===== src/rtl/jtag_shift_engine_if.sv =====
// Command/response handshake bundle for jtag_shift_engine.
//   master : command source / response sink (drives div, cmd_*, rsp_ready)
//   slave  : the shift engine (drives cmd_ready, rsp_valid, rsp_tdo)
// Signals:
//   div         TCK half-period minus 1, in clk cycles
//   cmd_valid   command offered        cmd_ready   engine idle and accepting
//   cmd_len     bit count minus 1      cmd_tdi/tms bits to shift, LSB first
//   cmd_capture return captured TDO    rsp_valid   captured data available
//   rsp_ready   consumer ready         rsp_tdo     captured TDO bits
interface jtag_shift_engine_if #(
    parameter int DIV_WIDTH = 8
);
    logic [DIV_WIDTH-1:0] div;
    logic                 cmd_valid;
    logic                 cmd_ready;
    logic [2:0]           cmd_len;
    logic [7:0]           cmd_tdi;
    logic [7:0]           cmd_tms;
    logic                 cmd_capture;
    logic                 rsp_valid;
    logic                 rsp_ready;
    logic [7:0]           rsp_tdo;

    modport master (
        output div, cmd_valid, cmd_len, cmd_tdi, cmd_tms, cmd_capture, rsp_ready,
        input  cmd_ready, rsp_valid, rsp_tdo
    );

    modport slave (
        input  div, cmd_valid, cmd_len, cmd_tdi, cmd_tms, cmd_capture, rsp_ready,
        output cmd_ready, rsp_valid, rsp_tdo
    );
endinterface


===== src/rtl/jtag_shift_engine.sv =====
// Byte-oriented JTAG shift engine. Accepts a command of 1..8 TDI/TMS bits,
// produces a TCK waveform with a programmable half period, samples TDO on
// each TCK fall and optionally returns the captured bits.
// Ports:
//   clk   system clock, all state changes on its rising edge
//   rst   asynchronous reset, active high
//   bus   command/response handshake (slave side)
//   tck   JTAG clock toward the buffer stage
//   tdi   JTAG data toward the buffer stage
//   tms   JTAG mode select toward the buffer stage
//   tdo   JTAG data returning from the buffer stage
//   busy  high whenever the engine is not idle
module jtag_shift_engine #(
    parameter int DIV_WIDTH = 8
) (
    input  logic                  clk,
    input  logic                  rst,
    jtag_shift_engine_if.slave    bus,
    output logic                  tck,
    output logic                  tdi,
    output logic                  tms,
    input  logic                  tdo,
    output logic                  busy
);

    typedef enum logic [1:0] {
        IDLE = 2'd0,
        LOW  = 2'd1,
        HIGH = 2'd2,
        RESP = 2'd3
    } state_t;

    state_t               state_reg;
    state_t               state_next;

    logic [DIV_WIDTH-1:0] div_reg;
    logic [DIV_WIDTH-1:0] cnt_reg;
    logic [2:0]           len_reg;
    logic [2:0]           idx_reg;
    logic [7:0]           tdi_bits_reg;
    logic [7:0]           tms_bits_reg;
    logic                 capture_en_reg;
    logic [7:0]           cap_reg;
    logic [7:0]           cap_next;
    logic [7:0]           rsp_tdo_reg;
    logic                 tdi_reg;
    logic                 tms_reg;

    logic                 cnt_zero;
    logic                 last_bit;
    logic [2:0]           idx_inc;

    assign cnt_zero = (cnt_reg == '0);
    assign last_bit = (idx_reg == len_reg);
    assign idx_inc  = idx_reg + 3'd1;

    // Capture register with the current TDO merged into the active bit slot;
    // this is what gets stored on the TCK falling edge.
    genvar gi;
    generate
        for (gi = 0; gi < 8; gi++) begin : g_cap
            assign cap_next[gi] = (idx_reg == 3'(gi)) ? tdo : cap_reg[gi];
        end
    endgenerate

    // State register
    always_ff @(posedge clk or posedge rst) begin
        if (rst) begin
            state_reg <= IDLE;
        end else begin
            state_reg <= state_next;
        end
    end

    // Next-state logic
    always_comb begin
        state_next = state_reg;
        case (state_reg)
            IDLE: if (bus.cmd_valid) state_next = LOW;
            LOW:  if (cnt_zero) state_next = HIGH;
            HIGH: begin
                if (cnt_zero) begin
                    if (!last_bit)           state_next = LOW;
                    else if (capture_en_reg) state_next = RESP;
                    else                     state_next = IDLE;
                end
            end
            RESP: if (bus.rsp_ready) state_next = IDLE;
            default: state_next = IDLE;
        endcase
    end

    // Datapath: command latches, half-period counter, bit index, shifters
    always_ff @(posedge clk or posedge rst) begin
        if (rst) begin
            div_reg        <= '0;
            cnt_reg        <= '0;
            len_reg        <= '0;
            idx_reg        <= '0;
            tdi_bits_reg   <= '0;
            tms_bits_reg   <= '0;
            capture_en_reg <= 1'b0;
            cap_reg        <= '0;
            rsp_tdo_reg    <= '0;
            tdi_reg        <= 1'b0;
            tms_reg        <= 1'b1;
        end else begin
            case (state_reg)
                IDLE: begin
                    if (bus.cmd_valid) begin
                        div_reg        <= bus.div;
                        len_reg        <= bus.cmd_len;
                        tdi_bits_reg   <= bus.cmd_tdi;
                        tms_bits_reg   <= bus.cmd_tms;
                        capture_en_reg <= bus.cmd_capture;
                        tdi_reg        <= bus.cmd_tdi[0];
                        tms_reg        <= bus.cmd_tms[0];
                        idx_reg        <= '0;
                        cap_reg        <= '0;
                        cnt_reg        <= bus.div;
                    end
                end
                LOW: begin
                    cnt_reg <= cnt_zero ? div_reg : cnt_reg - 1'b1;
                end
                HIGH: begin
                    if (cnt_zero) begin
                        // TCK falls here: TDO is sampled late in the high
                        // phase, and the next TDI/TMS bit launches together
                        // with the fall.
                        cap_reg <= cap_next;
                        if (!last_bit) begin
                            idx_reg <= idx_inc;
                            tdi_reg <= tdi_bits_reg[idx_inc];
                            tms_reg <= tms_bits_reg[idx_inc];
                            cnt_reg <= div_reg;
                        end else if (capture_en_reg) begin
                            rsp_tdo_reg <= cap_next;
                        end
                    end else begin
                        cnt_reg <= cnt_reg - 1'b1;
                    end
                end
                default: ;
            endcase
        end
    end

    // Outputs decode only registered state, so no input reaches TCK/TDI/TMS
    // combinationally, and reset forces them immediately.
    always_comb begin
        tck           = (state_reg == HIGH);
        busy          = (state_reg != IDLE);
        bus.cmd_ready = (state_reg == IDLE);
        bus.rsp_valid = (state_reg == RESP);
        bus.rsp_tdo   = rsp_tdo_reg;
        tdi           = tdi_reg;
        tms           = tms_reg;
    end

endmodule


===== src/flat_wrapper.sv =====
// flat-port wrapper written by rule: the top's interface ports become plain ports
module jtag_shift_engine_flat 
#(
    parameter int DIV_WIDTH = 8
)
  (clk, rst, tck, tdi, tms, tdo, busy, bus_div, bus_cmd_valid, bus_cmd_len, bus_cmd_tdi, bus_cmd_tms, bus_cmd_capture, bus_rsp_ready, bus_cmd_ready, bus_rsp_valid, bus_rsp_tdo);
  jtag_shift_engine_if #(.DIV_WIDTH(DIV_WIDTH)) bus_i ();
  input  logic clk;
  input  logic rst;
  output logic tck;
  output logic tdi;
  output logic tms;
  input  logic tdo;
  output logic busy;
  input wire logic [$bits(bus_i.div)-1:0] bus_div;
  input wire logic [$bits(bus_i.cmd_valid)-1:0] bus_cmd_valid;
  input wire logic [$bits(bus_i.cmd_len)-1:0] bus_cmd_len;
  input wire logic [$bits(bus_i.cmd_tdi)-1:0] bus_cmd_tdi;
  input wire logic [$bits(bus_i.cmd_tms)-1:0] bus_cmd_tms;
  input wire logic [$bits(bus_i.cmd_capture)-1:0] bus_cmd_capture;
  input wire logic [$bits(bus_i.rsp_ready)-1:0] bus_rsp_ready;
  output wire logic [$bits(bus_i.cmd_ready)-1:0] bus_cmd_ready;
  output wire logic [$bits(bus_i.rsp_valid)-1:0] bus_rsp_valid;
  output wire logic [$bits(bus_i.rsp_tdo)-1:0] bus_rsp_tdo;
  assign bus_i.div = bus_div;
  assign bus_i.cmd_valid = bus_cmd_valid;
  assign bus_i.cmd_len = bus_cmd_len;
  assign bus_i.cmd_tdi = bus_cmd_tdi;
  assign bus_i.cmd_tms = bus_cmd_tms;
  assign bus_i.cmd_capture = bus_cmd_capture;
  assign bus_i.rsp_ready = bus_rsp_ready;
  assign bus_cmd_ready = bus_i.cmd_ready;
  assign bus_rsp_valid = bus_i.rsp_valid;
  assign bus_rsp_tdo = bus_i.rsp_tdo;
  jtag_shift_engine #(.DIV_WIDTH(DIV_WIDTH)) u_core (.clk(clk), .rst(rst), .bus(bus_i), .tck(tck), .tdi(tdi), .tms(tms), .tdo(tdo), .busy(busy));
endmodule

===== config.mk =====
export PLATFORM = sky130hd
export DESIGN_NAME = jtag_shift_engine_flat
export DESIGN_NICKNAME = d
export VERILOG_FILES = /design/src/rtl/jtag_shift_engine_if.sv /design/src/rtl/jtag_shift_engine.sv /design/src/flat_wrapper.sv
export SDC_FILE = /design/constraint.sdc
export NUM_CORES = 1
export LEC_CHECK = 0
export ABC_AREA = 1
export BUFFER_PORTS_ARGS = -buffer_cell sky130_fd_sc_hd__buf_4
export CORE_UTILIZATION = 39
export DETAILED_ROUTE_END_ITERATION = 12
export SETUP_SLACK_MARGIN = 0.4
export SYNTH_ARGS = -nofsm -noshare
export SYNTH_HDL_FRONTEND = slang
export SYNTH_SLANG_ARGS = --single-unit

===== constraint.sdc =====
create_clock -name clk -period 3.8 [get_ports clk]
set_input_delay 0.38 -clock clk [delete_from_list [all_inputs] [get_ports clk]]
set_output_delay 0.38 -clock clk [all_outputs]
set_load 0.01 [all_outputs]

==> qor.yml, run 1 <==
setup_path:
  cp_slowest_cell: "o21ai_2"
  crit_buf_inv: 2
  r2r_end: "u_core.idx_reg[2]"
  worstPathMaxFanout: 13
  cp-start-kind: "register"
  worstPathCellList: "inv_1 > ha_1 > inv_2 > o21ai_2 > nor2_4 > nand2_1 > o21ai_1"
  worst_ep_required_time_ns: 4.03
  r2r_cells: 7
  slowest_delay_ns: 0.61
  cp_top_family: "compound AO/OA/AOI/OAI gates"
  reg2reg_slack_ns: 1.58
  worstPathArrival_ns: 2.44
  critPathKind: "reg2reg"
  end_kind: "register"
  r2r-start: "u_core.state_reg[0]"
die:
  ios: 47
  core_mm2: 0.00818
  die_width_um: 93.5
  start_util_pct: 40.0
  rows: 33
  die_area_mm2: 0.00875
  die_y_um: 93.5
layout:
  drive_gt1_share_pct: 24.5
  area_delta_synth_final_pct: 19.1
  insertedDiodeCount: 0
  nets: 490
timing:
  grt_setup_unrepaired: "false"
  min_period_ns: 2.22
  maxSlewViolCount: 0
  finClkSkew_ns: 0.0141
  hold_viol: 0
  fin_hold_ws_ns: 0.0625
  fin_setup_tns_ns: 0
  worstMarginPinSlew_ns: 0.673
  finalCritPeriodShare_pct: 58.4
  maxClockFrequency_mhz: 451
  finalSetupViolCount: 0
  maxSlewHeadroom_pct: 55.1
power_and_ir_drop:
  p_seq_share_pct: 34.7
  intPower_w: 0.00171
  clockPowerShare_pct: 19.2
  swShare_pct: 42.5
  total_leakage_power_nw: 1.93
  vdd_drop_max_mv: 0.270
  power_frac_comb_pct: 46.1
  powerDensity_mw_per_mm2: 765
  switchingPower_w: 0.00127
cts:
  numCtsBuffers: 9
  htree_levels: 3
  tritoncts: "built"
  root_buffer: "clkbuf_8"
  ctsHoldBuffers: 0
  clk-insertion-delay-late_ns: 0.35
  cts_sinks: 59
  post_cts_buffers: 0
  cts_max_path_buffers: 2
  cts-resized-gates: 0
  clk_pin_slew_worst_paths_ns: 0.07
logic_synthesis:
  synth-compound-area-share_pct: 12.7
  synthMuxAreaShare_pct: 4.82
  synth_area_mm2: 0.00327
  synth-simple-area-share_pct: 24.3
  avgSynthCellArea_um2: 8.25
  syn_inst: 396
  synth_top_cell_by_area: "dfrtp_1"
  synth_top_family_by_area: "simple AND/OR/NAND/NOR gates"
  synthAdderAreaFrac_pct: 4.98
  yosys_warnings: 0
  synth-main-ff-cell: "dfrtp_1"
  yosysMostFrequentCell: "nand2_1"
  synth_seq_cells: 59
  synth_common_cells: "nand2_1 (120), dfrtp_1 (58), inv_1 (40), nor2_1 (30), a21oi_1 (25)"
  synth_area_leaders: "dfrtp_1 (44%), nand2_1 (14%), ha_1 (5.0%), mux2_2 (4.8%), inv_1 (4.6%)"
  async_reset_ff_share_pct: 100
  synth.distinct_cells: 32
  synthXorXnorAreaFrac_pct: 0.536
  synth_edf_count: 0
  synth_fp_nets: 442
  ys_seq_area_share_pct: 45.2
  synth.top_cell.area_share_pct: 44.4
job:
  maxCapViolCount: 0
worst_hold_path:
  min_path_type: "in2async"
grt:
  grt_first_pass_wirelength_um: 11800
  grt_max_degree: 44
  antenna_found_initial: 0
  grt-ovfl-total: 0
  grt_pass1_vias: 2515
  grt_usage_pct: 17.6
route:
  drc: 1
  vias: 2654
  drt_iter0_drc: 176
  first_pass_iters: 8
  wl_um: 6910
  wl_per_cell_um: 12.5
  postRouteAntennaNets: 0
  vias_per_cell: 4.79
run_status:
  status: "finished, violations left"
  failed_checks: "design-rule violations"
placed_design:
  hpwl_um: 5020
  numPortBuffers: 46
  gp_congestion: 0.815
==> power by group through the flow <==
stage,logic (W),clock network [W],registers (W)
2_1_floorplan,0.00109,0,0.000997
3_3_place_gp,0.00137,0,0.00104
3_5_place_dp,0.00139,0,0.00105
4_1_cts,0.00140,0.000586,0.00103
5_1_grt,0.00158,0.000615,0.00107
6_report,0.00137,0.000571,0.00103
==> metrics by stage <==
step / setup WS (ns) / total power, W / cells / cell area [um2] / utilization [%]
2_1_floorplan: 1.97 / 0.00209 / 396 / 3270 / -
3_3_place_gp: 1.65 / 0.00241 / 538 / 3700 / 45.2
3_5_place_dp: 1.59 / 0.00244 / 538 / 3700 / 45.2
4_1_cts: 1.57 / 0.00302 / 554 / 3890 / 47.6
5_1_grt: 1.40 / 0.00326 / 554 / 3890 / 47.6
6_report: 1.58 / 0.00298 / 554 / 3890 / 47.6
==> logic make-up after synthesis <==
group	after synthesis
flip-flops	59
AO/OA/AOI/OAI	65
AND/OR/NAND/NOR	185
adder cells (fa/ha/maj)	13
buffers and inverters	58
XOR/XNOR	2
multiplexers	14
==> layout by cell type (no fill, tap or decap), drive strengths merged <==
cell	synthesis	layout
ha	13	13
clkbuf	5	11
buf	7	49
nand4	4	4
a21oi	26	26
nand3	22	22
o211ai	2	2
o22ai	1	1
nand2	121	121
xnor2	2	2
inv	45	45
nor3	1	1
mux2	14	14
clkinvlp	0	1
o21ai	30	30
dfrtp	58	58
nor2	37	37
dfstp	1	1
clkinv	1	4
o31ai	6	6
bufinv	0	1
==> cell type report <==
class                      instances  area, um2
timing repair buffer              49        368
clock inverter                     5       52.6
inverter                          46        173
clock buffer                      11        141
fill                             839       4280
tap                              105        131
multi-input combinational        279       1550
sequential                        59       1480
==> how the worst max path moves through the flow <==
| stage | startpoint | end | slack [ns] | cells past startpoint |
|---|---|---|---|---|
| floorplan | rst | u_core.bus.rsp_tdo[0] | 1.97 | 1 |
| global placement | u_core.state_reg[1] | u_core.cnt_reg[2] | 1.65 | 9 |
| global route | u_core.state_reg[0] | u_core.tms | 1.40 | 8 |
| detailed placement | u_core.state_reg[1] | u_core.cnt_reg[6] | 1.59 | 9 |
| finish | u_core.state_reg[0] | u_core.idx_reg[2] | 1.58 | 7 |
| CTS | u_core.state_reg[0] | u_core.cnt_reg[6] | 1.57 | 9 |
==> routing by layer <==
metal	wire [um]	GRT usage (%)
met1	3460	23.9
met5	0	0
met2	3070	27.4
met4	133	8.08
met3	249	3.17
Note: power is estimated with default switching activity, not from simulation.
==> run 2, diff against run 1 <==
==> constraint.sdc (replaced) <==
create_clock -name clk -period 2.3 [get_ports clk]
set_input_delay 0.23 -clock clk [delete_from_list [all_inputs] [get_ports clk]]
set_output_delay 0.23 -clock clk [all_outputs]
set_load 0.01 [all_outputs]
==> qor.yml, run 2 (synthesis gave the netlist of run 1 again) <==
run_status:
  status: "finished, violations left"
  failed_checks: "design-rule violations"
route:
  wl_um: 7220  # +4.4%
  postRouteAntennaNets: 0  # unchanged
  drt_iter0_drc: 119  # -32%
  drc: 1  # unchanged
  vias: 2734  # +3.0%
  first_pass_iters: 9  # +1
  vias_per_cell: 4.85  # +1.2%
  wl_per_cell_um: 12.8  # +2.6%
layout:
  ff_latch_area_mm2: 0.00148  # about the same
  stdcell_area_mm2: 0.00404  # +3.8%
  multi_input_area_mm2: 0.00160  # +3.1%
  final_cell_mix: "nand2_1 (119), dfrtp_1 (57), buf_4 (55)"
  nets: 500  # +2.0%
  drive_gt1_share_pct: 27.2  # +2.7 points
  insertedDiodeCount: 0  # unchanged
  layout_commonest_cell: "nand2_1"
  fillers: 804  # -4.2%
  area_delta_synth_final_pct: 23.6
power_and_ir_drop:
  clockPowerShare_pct: 18.4  # -0.8 points
  vdd_drop_max_mv: 0.490  # +82%
  power_frac_comb_pct: 47.8  # +1.7 points
  intPower_w: 0.00292  # +71%
  total_leakage_power_nw: 1.98  # +2.9%
  powerDensity_mw_per_mm2: 1260  # +64%
  p_seq_share_pct: 33.9  # -0.8 points
  switchingPower_w: 0.00216  # +70%
  swShare_pct: 42.5  # -0.069 points
  fin_total_pwr_w: 0.00508  # +70%
timing:
  finClkSkew_ns: 0.00898  # -0.00515 ns
  fin_hold_ws_ns: 0.119  # +0.0562 ns
  worstMarginPinSlew_ns: 0.444  # -0.228 ns
  fin_setup_tns_ns: 0  # unchanged
  maxSlewViolCount: 0  # unchanged
  maxClockFrequency_mhz: 573  # +27%
  fin_ws_ns: 0.554  # -1.03 ns
  grt_setup_unrepaired: "true"
  finalCritPeriodShare_pct: 75.9  # +18 points
  finalSetupViolCount: 0  # unchanged
  hold_viol: 0  # unchanged
  min_period_ns: 1.75  # -0.471 ns
  maxSlewHeadroom_pct: 70.3  # +15 points
cts:
  htree_levels: 3  # unchanged
  clk_pin_slew_worst_paths_ns: 0.06  # about the same
  clk-insertion-delay-late_ns: 0.34  # about the same
  numCtsBuffers: 9  # unchanged
  cts_sinks: 59  # unchanged
  root_buffer: "clkbuf_8"
  tritoncts: "built"
  cts_max_path_buffers: 2  # unchanged
job:
  maxCapViolCount: 0  # unchanged
die:
  ios: 47  # unchanged
  rows: 33  # unchanged
  die_y_um: 93.5  # unchanged
  start_util_pct: 40.0  # unchanged
  die_width_um: 93.5  # unchanged
  die_area_mm2: 0.00875  # unchanged
  core_mm2: 0.00818  # unchanged
setup_path:
  critPathKind: "reg2reg"
  startpoint: "u_core.state_reg[0]"
  r2r-start: "u_core.state_reg[0]"
  r2r_end: "u_core.tdi"
  worstPathArrival_ns: 1.98  # -0.46 ns
  cp-start-kind: "register"
  reg2reg_slack_ns: 0.55  # -1.03 ns
  worstPathMaxFanout: 13  # unchanged
  r2r_cells: 9  # +2
  end_kind: "register"
  worst_ep_required_time_ns: 2.53  # -1.50 ns
placed_design:
  numPortBuffers: 46  # unchanged
  hpwl_um: 4980  # -0.96%
  placed_area_mm2: 0.00373  # +0.95%
  gp_congestion: 0.807  # -0.97%
  place_ws_ns: 0.417  # -1.17 ns
grt:
  grt_max_degree: 60  # +36%
  grt_pass1_vias: 2658  # +5.7%
  antenna_found_initial: 0  # unchanged
  grt_first_pass_wirelength_um: 12200  # +3.5%
  grt_usage_pct: 18.1  # +0.44 points
  grt-ovfl-total: 0  # unchanged
worst_hold_path:
  min_path_type: "in2reg"
  whs_path_depth: 2
  hold_end: "u_core.tdi_bits_reg[5]"
  hold_path_startpoint: "bus_cmd_tdi[5]"
[run 2: changes by cell type in the layout (fill, tap and decap cells not counted), moves of 2 or more]
cell / before / now
buf_12: 0 / 2
buf_4: 49 / 55
ha_1: 13 / 11
ha_2: 0 / 2
o21ai_1: 7 / 5
[run 2: power groups by stage]
stage	clock (W)	combinational [W]	sequential, W
after floorplan	0	0.00180	0.00165
after global placement	0	0.00228	0.00172
after detailed placement	0	0.00233	0.00172
after CTS	0.000960	0.00234	0.00171
after global routing	0.00101	0.00278	0.00177
final	0.000931	0.00242	0.00172
[run 2: through the flow]
step | instances | utilization, %
4_1_cts | 558 | 48.2
3_5_place_dp | 541 | 45.7
5_1_grt | 564 | 49.4
6_report | 564 | 49.4
2_1_floorplan | 396 | -
3_3_place_gp | 541 | 45.7
[run 2: how the worst max path moves through the flow]
stage	slack (ns)	endpoint
after global placement	0.42	u_core.tdi
after detailed placement	0.42	u_core.cnt_reg[7]
after CTS	0.40	u_core.tdi
after floorplan	0.59	u_core.tdi
final	0.55	u_core.tdi
after global routing	0.37	u_core.tdi
[run 2: metal layers]
layer	up-vias	wire length (um)	share of wire, %	track usage [%]
met1	1289	3500	49	23.4
met3	12	214	3.0	3.25
met2	48	3360	47	29.0
met5	-	0	0	0
met4	0	133	1.8	9.10
li1	1385	-	-	-
[run 2: worst max-delay path, stage by stage (launching register included)]
cell	delay [ns]
dfrtp_1	0.43
inv_1	0.14
ha_2	0.25
inv_4	0.11
o21ai_2	0.19
inv_1	0.10
nor2_4	0.20
nand2_1	0.10
nand2_1	0.07
nand2_1	0.05
[run 2: layout make-up]
class / instances / share of cell area (%)
flip-flops and latches: 59 / 36.6
clock buffers: 11 / 3.50
repair buffers: 58 / 11.5
multi-input cells: 280 / 39.5
clock inverters: 5 / 1.30
well taps: 105 / 3.25
inverters: 46 / 4.34
[run 2: timing repair]
action | CTS | global route
hold buffers | 1 | 0
setup endpoints to repair | 0 | 36
resized for setup | 0 | 11
hold endpoints to repair | 58 | 0
setup buffers | 0 | 5
